`config.mk`:
```
export PLATFORM = sky130hd
export DESIGN_NAME = iob_vexriscv_bus_merge
export DESIGN_NICKNAME = d
export VERILOG_FILES = /design/src/rtl/iob_vexriscv_bus_merge_pkg.sv /design/src/rtl/iob_vexriscv_tag_fifo.sv /design/src/rtl/iob_vexriscv_bus_merge.sv
export SDC_FILE = /design/constraint.sdc
export NUM_CORES = 1
export LEC_CHECK = 0
export ABC_CLOCK_PERIOD_IN_PS = 4000
export BUFFER_PORTS_ARGS = -buffer_cell sky130_fd_sc_hd__buf_2
export CAP_MARGIN = 20
export CORE_AREA = 2 2 122 124
export DETAILED_ROUTE_END_ITERATION = 16
export DIE_AREA = 0 0 124 126
export SLEW_MARGIN = 40
export SYNTH_ARGS = -nofsm -noshare
export SYNTH_HDL_FRONTEND = slang
export SYNTH_HIERARCHICAL = 1
export SYNTH_SLANG_ARGS = --single-unit
```
`constraint.sdc`:
```
create_clock -name clk_i -period 4 [get_ports clk_i]
set_input_delay 0.8 -clock clk_i [delete_from_list [all_inputs] [get_ports clk_i]]
set_output_delay 0.8 -clock clk_i [all_outputs]
set_load 0.005 [all_outputs]
```
`src/rtl/iob_vexriscv_bus_merge_pkg.sv`:
```
// Shared definitions for the VexRiscv ibus/dbus merge: source tags and arbiter states.
package iob_vexriscv_bus_merge_pkg;

    localparam logic IBUS_TAG = 1'b0;
    localparam logic DBUS_TAG = 1'b1;

    typedef enum logic {
        ST_IDLE = 1'b0,
        ST_HOLD = 1'b1
    } state_e;

    // Packed response layout {rdata, rvalid, ready}
    localparam int RESP_READY_BIT  = 0;
    localparam int RESP_RVALID_BIT = 1;
    localparam int RESP_RDATA_LSB  = 2;

endpackage

```
`src/rtl/iob_vexriscv_tag_fifo.sv`:
```
// Register-based 1-bit tag FIFO recording which bus issued each outstanding read.
module iob_vexriscv_tag_fifo
    import iob_vexriscv_bus_merge_pkg::*;
#(
    parameter int DEPTH = 4
) (
    input  logic clk_i,
    input  logic rst_n_i,
    input  logic cke_i,
    input  logic push_i,
    input  logic tag_i,
    input  logic pop_i,
    output logic head_o,
    output logic full_o,
    output logic empty_o
);
    localparam int PTR_W = $clog2(DEPTH);
    localparam int CNT_W = PTR_W + 1;

    logic [DEPTH-1:0] tags_q, tags_d;
    logic [PTR_W-1:0] wptr_q, wptr_d, rptr_q, rptr_d;
    logic [CNT_W-1:0] cnt_q, cnt_d;
    logic             do_push, do_pop;

    assign full_o  = (cnt_q == CNT_W'(DEPTH));
    assign empty_o = (cnt_q == '0);
    assign head_o  = tags_q[rptr_q];
    assign do_push = push_i & ~full_o;
    assign do_pop  = pop_i & ~empty_o;

    always_comb begin
        tags_d = tags_q;
        wptr_d = wptr_q;
        rptr_d = rptr_q;
        cnt_d  = cnt_q;
        if (do_push) begin
            tags_d[wptr_q] = tag_i;
            wptr_d         = wptr_q + PTR_W'(1);
        end
        if (do_pop) rptr_d = rptr_q + PTR_W'(1);
        if (do_push && !do_pop) cnt_d = cnt_q + CNT_W'(1);
        else if (do_pop && !do_push) cnt_d = cnt_q - CNT_W'(1);
    end

    always_ff @(posedge clk_i) begin
        if (!rst_n_i) begin
            tags_q <= '0;
            wptr_q <= '0;
            rptr_q <= '0;
            cnt_q  <= '0;
        end else if (cke_i) begin
            tags_q <= tags_d;
            wptr_q <= wptr_d;
            rptr_q <= rptr_d;
            cnt_q  <= cnt_d;
        end
    end

endmodule

```
`src/rtl/iob_vexriscv_bus_merge.sv`:
```
// Merges VexRiscv ibus/dbus IOb native ports onto one memory port with
// round-robin arbitration, hold-until-accepted, and tag-routed read responses.
module iob_vexriscv_bus_merge
    import iob_vexriscv_bus_merge_pkg::*;
#(
    parameter int ADDR_W = 32,
    parameter int DATA_W = 32,
    parameter int MAX_RD = 4,
    parameter int REQ_W  = 1 + ADDR_W + DATA_W + DATA_W / 8,
    parameter int RESP_W = DATA_W + 2
) (
    input  logic              clk_i,
    input  logic              rst_n_i,
    input  logic              cke_i,
    input  logic [REQ_W-1:0]  ibus_req_i,
    output logic [RESP_W-1:0] ibus_resp_o,
    input  logic [REQ_W-1:0]  dbus_req_i,
    output logic [RESP_W-1:0] dbus_resp_o,
    output logic [REQ_W-1:0]  mem_req_o,
    input  logic [RESP_W-1:0] mem_resp_i,
    output logic              err_o
);
    localparam int STRB_W     = DATA_W / 8;
    localparam int AVALID_BIT = REQ_W - 1;

    state_e           state_q, state_d;
    logic             hold_src_q, hold_src_d;
    logic             last_q, last_d;
    logic             err_q, err_d;
    logic             grant, req_vld, is_read, blocked;
    logic             mem_avalid, mem_ready, accept, rdy_gnt;
    logic             rvalid_in, fifo_push, fifo_pop, fifo_head, fifo_full, fifo_empty;
    logic [REQ_W-1:0] sel_req;

    always_comb begin
        grant = IBUS_TAG;
        if (state_q == ST_HOLD) grant = hold_src_q;
        else if (ibus_req_i[AVALID_BIT] && dbus_req_i[AVALID_BIT]) grant = ~last_q;
        else if (dbus_req_i[AVALID_BIT]) grant = DBUS_TAG;
    end

    assign sel_req    = (grant == DBUS_TAG) ? dbus_req_i : ibus_req_i;
    assign req_vld    = sel_req[AVALID_BIT] & rst_n_i;
    assign is_read    = (sel_req[STRB_W-1:0] == '0);
    // A read may not issue while the tag FIFO is full; writes need no tag.
    assign blocked    = is_read & fifo_full;
    assign mem_ready  = mem_resp_i[RESP_READY_BIT];
    assign mem_avalid = req_vld & ~blocked & cke_i;
    assign accept     = mem_avalid & mem_ready;
    assign rdy_gnt    = accept;
    assign mem_req_o  = req_vld ? {mem_avalid, sel_req[AVALID_BIT-1:0]} : '0;

    always_comb begin
        state_d    = state_q;
        hold_src_d = hold_src_q;
        last_d     = last_q;
        if (req_vld) begin
            if (accept) begin
                last_d  = grant;
                state_d = ST_IDLE;
            end else begin
                state_d    = ST_HOLD;
                hold_src_d = grant;
            end
        end
    end

    assign rvalid_in = mem_resp_i[RESP_RVALID_BIT] & cke_i & rst_n_i;
    assign fifo_push = accept & is_read;
    assign fifo_pop  = rvalid_in & ~fifo_empty;
    assign err_d     = err_q | (rvalid_in & fifo_empty);
    assign err_o     = err_q;

    assign ibus_resp_o = {mem_resp_i[RESP_W-1:RESP_RDATA_LSB],
                          fifo_pop & (fifo_head == IBUS_TAG),
                          rdy_gnt & (grant == IBUS_TAG)};
    assign dbus_resp_o = {mem_resp_i[RESP_W-1:RESP_RDATA_LSB],
                          fifo_pop & (fifo_head == DBUS_TAG),
                          rdy_gnt & (grant == DBUS_TAG)};

    always_ff @(posedge clk_i) begin
        if (!rst_n_i) begin
            state_q    <= ST_IDLE;
            hold_src_q <= IBUS_TAG;
            last_q     <= IBUS_TAG;
            err_q      <= 1'b0;
        end else if (cke_i) begin
            state_q    <= state_d;
            hold_src_q <= hold_src_d;
            last_q     <= last_d;
            err_q      <= err_d;
        end
    end

    iob_vexriscv_tag_fifo #(.DEPTH(MAX_RD)) u_tag_fifo (
        .clk_i  (clk_i),
        .rst_n_i(rst_n_i),
        .cke_i  (cke_i),
        .push_i (fifo_push),
        .tag_i  (grant),
        .pop_i  (fifo_pop),
        .head_o (fifo_head),
        .full_o (fifo_full),
        .empty_o(fifo_empty)
    );

endmodule

```
Yosys cells after proc, flatten, opt, wreduce, memory -nomap -nowiden
Cells that the tools add are included.
{"block": "word_totals", "reg_bits": 15, "ram_bits": 0, "elab_cells": 68, "latch_bits": 0, "inputBits": 175, "mem_bits_ro": 0, "mem_count": 0, "output_inout_bits": 138}
{"block": "op_classes", "add_sub_neg": 4, "mul": 0, "muxes": 13, "n_bitwise": 24, "n_eq_ne": 1, "n_shift": 0, "div": 0, "n_reduce_logical": 15, "n_lt_le_gt_ge": 3}
{"op": "$mux W69", "n": 2}
{"op": "$and A1 B1 Y1", "n": 16}
{"op": "$reduce_and A2 Y1", "n": 4}
{"op": "$not A1 Y1", "n": 7}
{"op": "$lt A2 B3 Y1 const B", "n": 2}
{"op": "$mux W1", "n": 6}
{"op": "$mux W3", "n": 2}
{"op": "$reduce_and A3 Y1", "n": 2}
{"op": "$add A2 B1 Y2 const B", "n": 2}
{"op": "$bwmux W4", "n": 1}
{"op": "$logic_and A1 B1 Y1", "n": 4}
{"op": "$logic_not A4 Y1", "n": 1}
{"op": "$add A3 B1 Y3 const B", "n": 1}
{"op": "$eq A3 B3 Y1 const B", "n": 1}
{"op": "$logic_not A3 Y1", "n": 1}
{"op": "$sub A3 B1 Y3 const B", "n": 1}
{"op": "$bmux W1 S2", "n": 1}
{"op": "$demux W1 S2", "n": 1}
{"op": "$ge A2 B1 Y1 const B", "n": 1}
{"op": "$logic_not A1 Y1", "n": 2}
{"op": "$reduce_bool A2 Y1", "n": 1}
{"op": "$or A1 B1 Y1", "n": 1}

Longest topological paths before layout
{"block": "logic_depth", "ltp_word": 16, "depth_mapped": 13, "mapped_depth_nobuf": 12}

Hierarchy
The synthesis kept the hierarchy.
{"module": "iob_vexriscv_bus_merge", "cells_per_inst": 332, "area_per_inst_um2": 1759.2, "instances": 1, "seq_area_each_um2": 80.1}
{"module": "iob_vexriscv_tag_fifo", "cells_per_inst": 66, "area_per_inst_um2": 660.6, "instances": 1, "seq_area_each_um2": 220.2}

Least setup slack after synthesis
No wires, ideal clock.
{"block": "synth_timing", "kind": "in2reg", "startpoint": "in dbus_req_i[68]", "endpoint": "reg u_tag_fifo.cnt_q[2]", "arrival_ns": 3.060, "cell_stages": 12, "setup_time_ns": 0.118, "n_path_buf": 0, "setup_slack_ns": 0.822, "t_required_ns": 3.882, "path_cell_list": "a21bo_1 > o21a_1 > mux2_4 > and3_4 > a21boi_0 > nor2b_1 > ha_1 > inv_1 > fa_1 > xnor2_1 > nand2_1 > mux2i_1"}
{"block": "synth_via", "elab_chain_cells": 16, "elab_cells_between_ends": 20, "classes_between": "mux: 5; bitwise: 8; reduce/logical: 7"}
{"element": "start, declared", "line_no": "iob_vexriscv_bus_merge.sv:17", "text": "input logic [REQ_W-1:0] dbus_req_i,"}
{"element": "$mux W1 or $logic_and A1 B1 Y1 (tied branches)", "line_no": "iob_vexriscv_bus_merge.sv:39, iob_vexriscv_bus_merge.sv:38"}
{"element": "$mux W1", "line_no": "iob_vexriscv_bus_merge.sv:38", "text": "else if (ibus_req_i[AVALID_BIT] && dbus_req_i[AVALID_BIT]) grant = ~last_q;"}
{"element": "$mux W1", "line_no": "iob_vexriscv_bus_merge.sv:37", "text": "if (state_q == ST_HOLD) grant = hold_src_q;"}
{"element": "$mux W69 *", "line_no": "iob_vexriscv_bus_merge.sv:42", "text": "assign sel_req = (grant == DBUS_TAG) ? dbus_req_i : ibus_req_i;"}
{"element": "$logic_not A4 Y1", "line_no": "iob_vexriscv_bus_merge.sv:44", "text": "assign is_read = (sel_req[STRB_W-1:0] == '0);"}
{"element": "$and A1 B1 Y1", "line_no": "iob_vexriscv_bus_merge.sv:46", "text": "assign blocked = is_read & fifo_full;"}
{"element": "$not A1 Y1", "line_no": "iob_vexriscv_bus_merge.sv:48", "text": "assign mem_avalid = req_vld & ~blocked & cke_i;"}
{"element": "$and A1 B1 Y1 (2 in a row)", "line_no": "iob_vexriscv_bus_merge.sv:48"}
{"element": "$and A1 B1 Y1", "line_no": "iob_vexriscv_bus_merge.sv:49", "text": "assign accept = mem_avalid & mem_ready;"}
{"element": "$and A1 B1 Y1 *", "line_no": "iob_vexriscv_bus_merge.sv:69", "text": "assign fifo_push = accept & is_read;"}
{"element": "named net fifo_push", "line_no": "iob_vexriscv_bus_merge.sv:32", "text": "logic rvalid_in, fifo_push, fifo_pop, fifo_head, fifo_full, fifo_empty;"}
{"element": "$and A1 B1 Y1 *", "line_no": "iob_vexriscv_tag_fifo.sv:28", "text": "assign do_push = push_i & ~full_o;"}
{"element": "$logic_not A1 Y1", "line_no": "iob_vexriscv_tag_fifo.sv:42", "text": "else if (do_pop && !do_push) cnt_d = cnt_q - CNT_W'(1);"}
{"element": "$logic_and A1 B1 Y1", "line_no": "iob_vexriscv_tag_fifo.sv:42"}
{"element": "$reduce_bool A2 Y1 (no line)"}
{"element": "$reduce_and A2 Y1 (no line)"}
{"element": "end signal, assigned", "line_no": "iob_vexriscv_tag_fifo.sv:55", "text": "cnt_q <= cnt_d;"}
{"element": "end, declared", "line_no": "iob_vexriscv_tag_fifo.sv:22", "text": "logic [CNT_W-1:0] cnt_q, cnt_d;"}
Mark *: on every way through the listed nets, which the timed path passes. The rest lies on a longest branch.
A chain may end at the register's enable or synchronous reset.

Worst setup path in the final report
{"block": "layout_timing", "startpoint": "in dbus_req_i[68]", "endpoint": "out mem_req_o[38]"}
{"block": "layout_via", "elab_chain_cells": 6, "elab_cells_between_ends": 7, "classes_between": "mux: 5; bitwise: 1; reduce/logical: 1"}
{"element": "$mux W1 or $logic_and A1 B1 Y1 (tied branches)", "line_no": "iob_vexriscv_bus_merge.sv:39, iob_vexriscv_bus_merge.sv:38"}
{"element": "$mux W1", "line_no": "iob_vexriscv_bus_merge.sv:38"}
{"element": "$mux W1", "line_no": "iob_vexriscv_bus_merge.sv:37"}
{"element": "$mux W69 *", "line_no": "iob_vexriscv_bus_merge.sv:42"}
{"element": "$and A1 B1 Y1", "line_no": "iob_vexriscv_bus_merge.sv:43", "text": "assign req_vld = sel_req[AVALID_BIT] & rst_n_i;"}
{"element": "$mux W69 *", "line_no": "iob_vexriscv_bus_merge.sv:51", "text": "assign mem_req_o = req_vld ? {mem_avalid, sel_req[AVALID_BIT-1:0]} : '0;"}
{"element": "end, declared", "line_no": "iob_vexriscv_bus_merge.sv:19", "text": "output logic [REQ_W-1:0] mem_req_o,"}
Mark *: on every way between the ends. The rest lies on a longest branch, timed or not.

==> flow_summary.yaml <==
drt:
  drt_pass1_iterations: 4
  drc: 0
  viasPerCell: 4.119
  ant_nets: 0
  route.vias.total: 2970
  wl_mm: 9.069
  initialDrtViolationCount: 162
  wl_per_cell_um: 12.58
yosys:
  ys.warnings.count: 6
  avgSynthCellArea_sq_um: 6.080
  synth_ff_type: "dfxtp_1"
  synth_top_area_share: 0.2358
  async_reset_ff_frac: 0
  synthAdderAreaFrac: 0.03413
  synth_simple_gate_area_frac: 0.3128
  synth_cell_types: 39
  synth.mux.area_fraction: 0.04033
  ys_seq_area_frac: 0.1241
  synth_top_area_cell: "nand2_1"
  syn_nets: 579
  netlist_instances: 398
  synth_edf_count: 0
  synth_area_sq_mm: 0.002420
  synth_top_family_by_area: "simple AND/OR/NAND/NOR gates"
  synth_compound_area_frac: 0.2166
  ys_ff_latch: 15
  synth_area_leaders: "nand2_1 (24%), buf_4 (22%), a21oi_1 (14%)"
  synth_xor_area_frac: 0.01086
sta:
  max_slew_margin: 0.5151
  rsz0062_at_grt: "false"
  fin_crit_sh: 0.7991
  setup_viol: 0
  clock_skew_ns: 0.005084
  max_slew.worst_pin.slew_ns: 0.7273
  setup_tns_ns: 0
  drv_slew: 0
  fin_crit_ns: 3.196
  hold_viol: 0
  max_freq_ghz: 0.3129
setup_path:
  arrival_ns: 2.40
  r2r_cells: 11
  regToRegStartpoint: "u_tag_fifo/cnt_q[2]$_SDFFE_PN0P_"
  crit_type: "in -> out"
  rrSetupSlack_ns: 1.10
  start_kind: "input pin"
  critPathCaptureType: "output pin"
  r2r-end: "u_tag_fifo/cnt_q[1]$_SDFFE_PN0P_"
  critPathRequiredTime_ns: 3.20
  critPathLaunch: "dbus_req_i[68]"
  path_max_fanout: 19
  crit_path_end: "mem_req_o[38]"
power_and_ir_drop:
  ir_drop_uv: 128.2
  p_total_w: 0.0006403
  p_per_area_mw_per_mm2: 194.4
  p_leak_nw: 1.748
clock_tree:
  cts_root_buffer: "clkbuf_16"
  cts_tree: "built"
  clkSinkCount: 15
  post_cts_buffers: 0
  cts_buffers: 3
  clockBufferDepth: 2
  clock_latency_ns: 0.25
  cts-hold-fix-buffers: 0
  ctsResizeCount: 0
  h-tree-depth: 1
  cts.clk_slew.worst_paths_ns: 0.05
global_routing:
  grt.overflow.total: 0
  grtUsageTotal: 0.1053
  antenna_found_initial: 1
  grt_max_degree: 73
  grt_pass1_vias: 2583
  grt_pass1_wl_mm: 12.92
die:
  die-area_sq_mm: 0.01562
  die_w_um: 124
  start_util: 0.1691
  io_pins: 313
  fp-row-count: 44
  core-area_sq_mm: 0.01431
  dieHeight_um: 126
hold_path:
  min_path_type: "reg -> reg"
  worstHoldStart: "err_o$_SDFFE_PN0P_"
layout:
  fin_nets: 718
  stdcell_area_sq_mm: 0.003293
  areaGrowthSynthToFinish_pct: 36.09
  final_common_cell: "buf_2"
  drive_above_1_share: 0.4422
  final_cell_mix: "buf_2 (216), nand2_1 (152), a21oi_1 (69), dfxtp_1 (15)"
run_status:
  status: "completed"
placed_design:
  gp_congestion: 0.7401
  placed_area_sq_mm: 0.003212
  dpl.hpwl_mm: 7.261
  port_buffers: 216
flow_run:
  cap_violations: 0
==> kinds of logic (layout without fill, tap and decap cells) <==
family | Yosys count | count (layout)
simple gates | 183 | 183
buf+inv | 94 | 232
compound gates | 89 | 89
flops | 15 | 15
mux | 8 | 8
fa+ha+maj | 6 | 6
xor+xnor | 3 | 3
other cells | 0 | 1
==> power by group <==
group | leakage (nW) | total, W | switching, W | internal [W]
registers | 0.121 | 0.000155 | 0.00000234 | 0.000152
clock network | 0.0382 | 0.000198 | 0.0000624 | 0.000135
logic | 1.59 | 0.000288 | 0.000155 | 0.000133
==> routing by layer <==
layer / routed length, um / GRT usage / vias up
li1: - / - / 1515
met1: 3914 / 0.1304 / 1264
met2: 3954 / 0.1749 / 164
met3: 982 / 0.03351 / 27
met4: 217 / 0.02842 / 0
met5: 0 / 0 / -
==> Yosys cell counts, drive strengths merged (3+ instances only) <==
cell type and n:
nor2 5, nand2b 4, ha 5, a21oi 69
mux2i 6, nor4 3, o31ai 4, clkbuf 12
dfxtp 15, and2 7, o211ai 6, a21boi 3
nand3 4, nand2 152, inv 6, buf 76
==> stage by stage <==
step,hold WS [ns],setup slack [ns],util,std cells
after floorplan,0.4354,0.8218,-,398
after global placement,0.4652,0.6980,0.2240,716
after detailed placement,0.4522,0.6764,0.2244,716
after CTS,0.4671,0.8151,0.2299,720
after global routing,0.4880,0.7031,0.2299,720
final,0.4627,0.8036,0.2301,721
==> worst min path at each step <==
| stage | endpoint | slack [ns] | depth (start not counted) |
|---|---|---|---|
| after floorplan | last_q$_SDFFE_PN0P_ | 0.44 | 2 |
| after global placement | err_o$_SDFFE_PN0P_ | 0.47 | 2 |
| after detailed placement | last_q$_SDFFE_PN0P_ | 0.45 | 2 |
| after CTS | last_q$_SDFFE_PN0P_ | 0.47 | 2 |
| after global routing | last_q$_SDFFE_PN0P_ | 0.49 | 2 |
| final | err_o$_SDFFE_PN0P_ | 0.46 | 2 |
==> state kept, by name (all words and copies together), names as in the netlist <==
name	cells
state_q	1
err_o	1
hold_src_q	1
u_tag_fifo/cnt_q	3
u_tag_fifo/rptr_q	2
u_tag_fifo/wptr_q	2
last_q	1
u_tag_fifo/tags_q	4
==> worst max-delay path, cell delays in order <==
cell	delay, ns
buf_2	0.12
a21bo_1	0.20
o21a_2	0.24
inv_2	0.30
buf_12	0.20
nand2_1	0.06
a21oi_1	0.28
buf_2	0.18
==> area by class of cell <==
cell class / instances / area, sq um
Clock buffer: 4 / 78.83
Timing Repair Buffer: 222 / 1164
Inverter: 6 / 22.52
Antenna cell: 1 / 2.502
Fill cell: 1651 / 11020
Sequential cell: 15 / 300.3
Tap cell: 184 / 230.2
Multi-Input combinational cell: 289 / 1495
(Power assumes the default switching activity.)
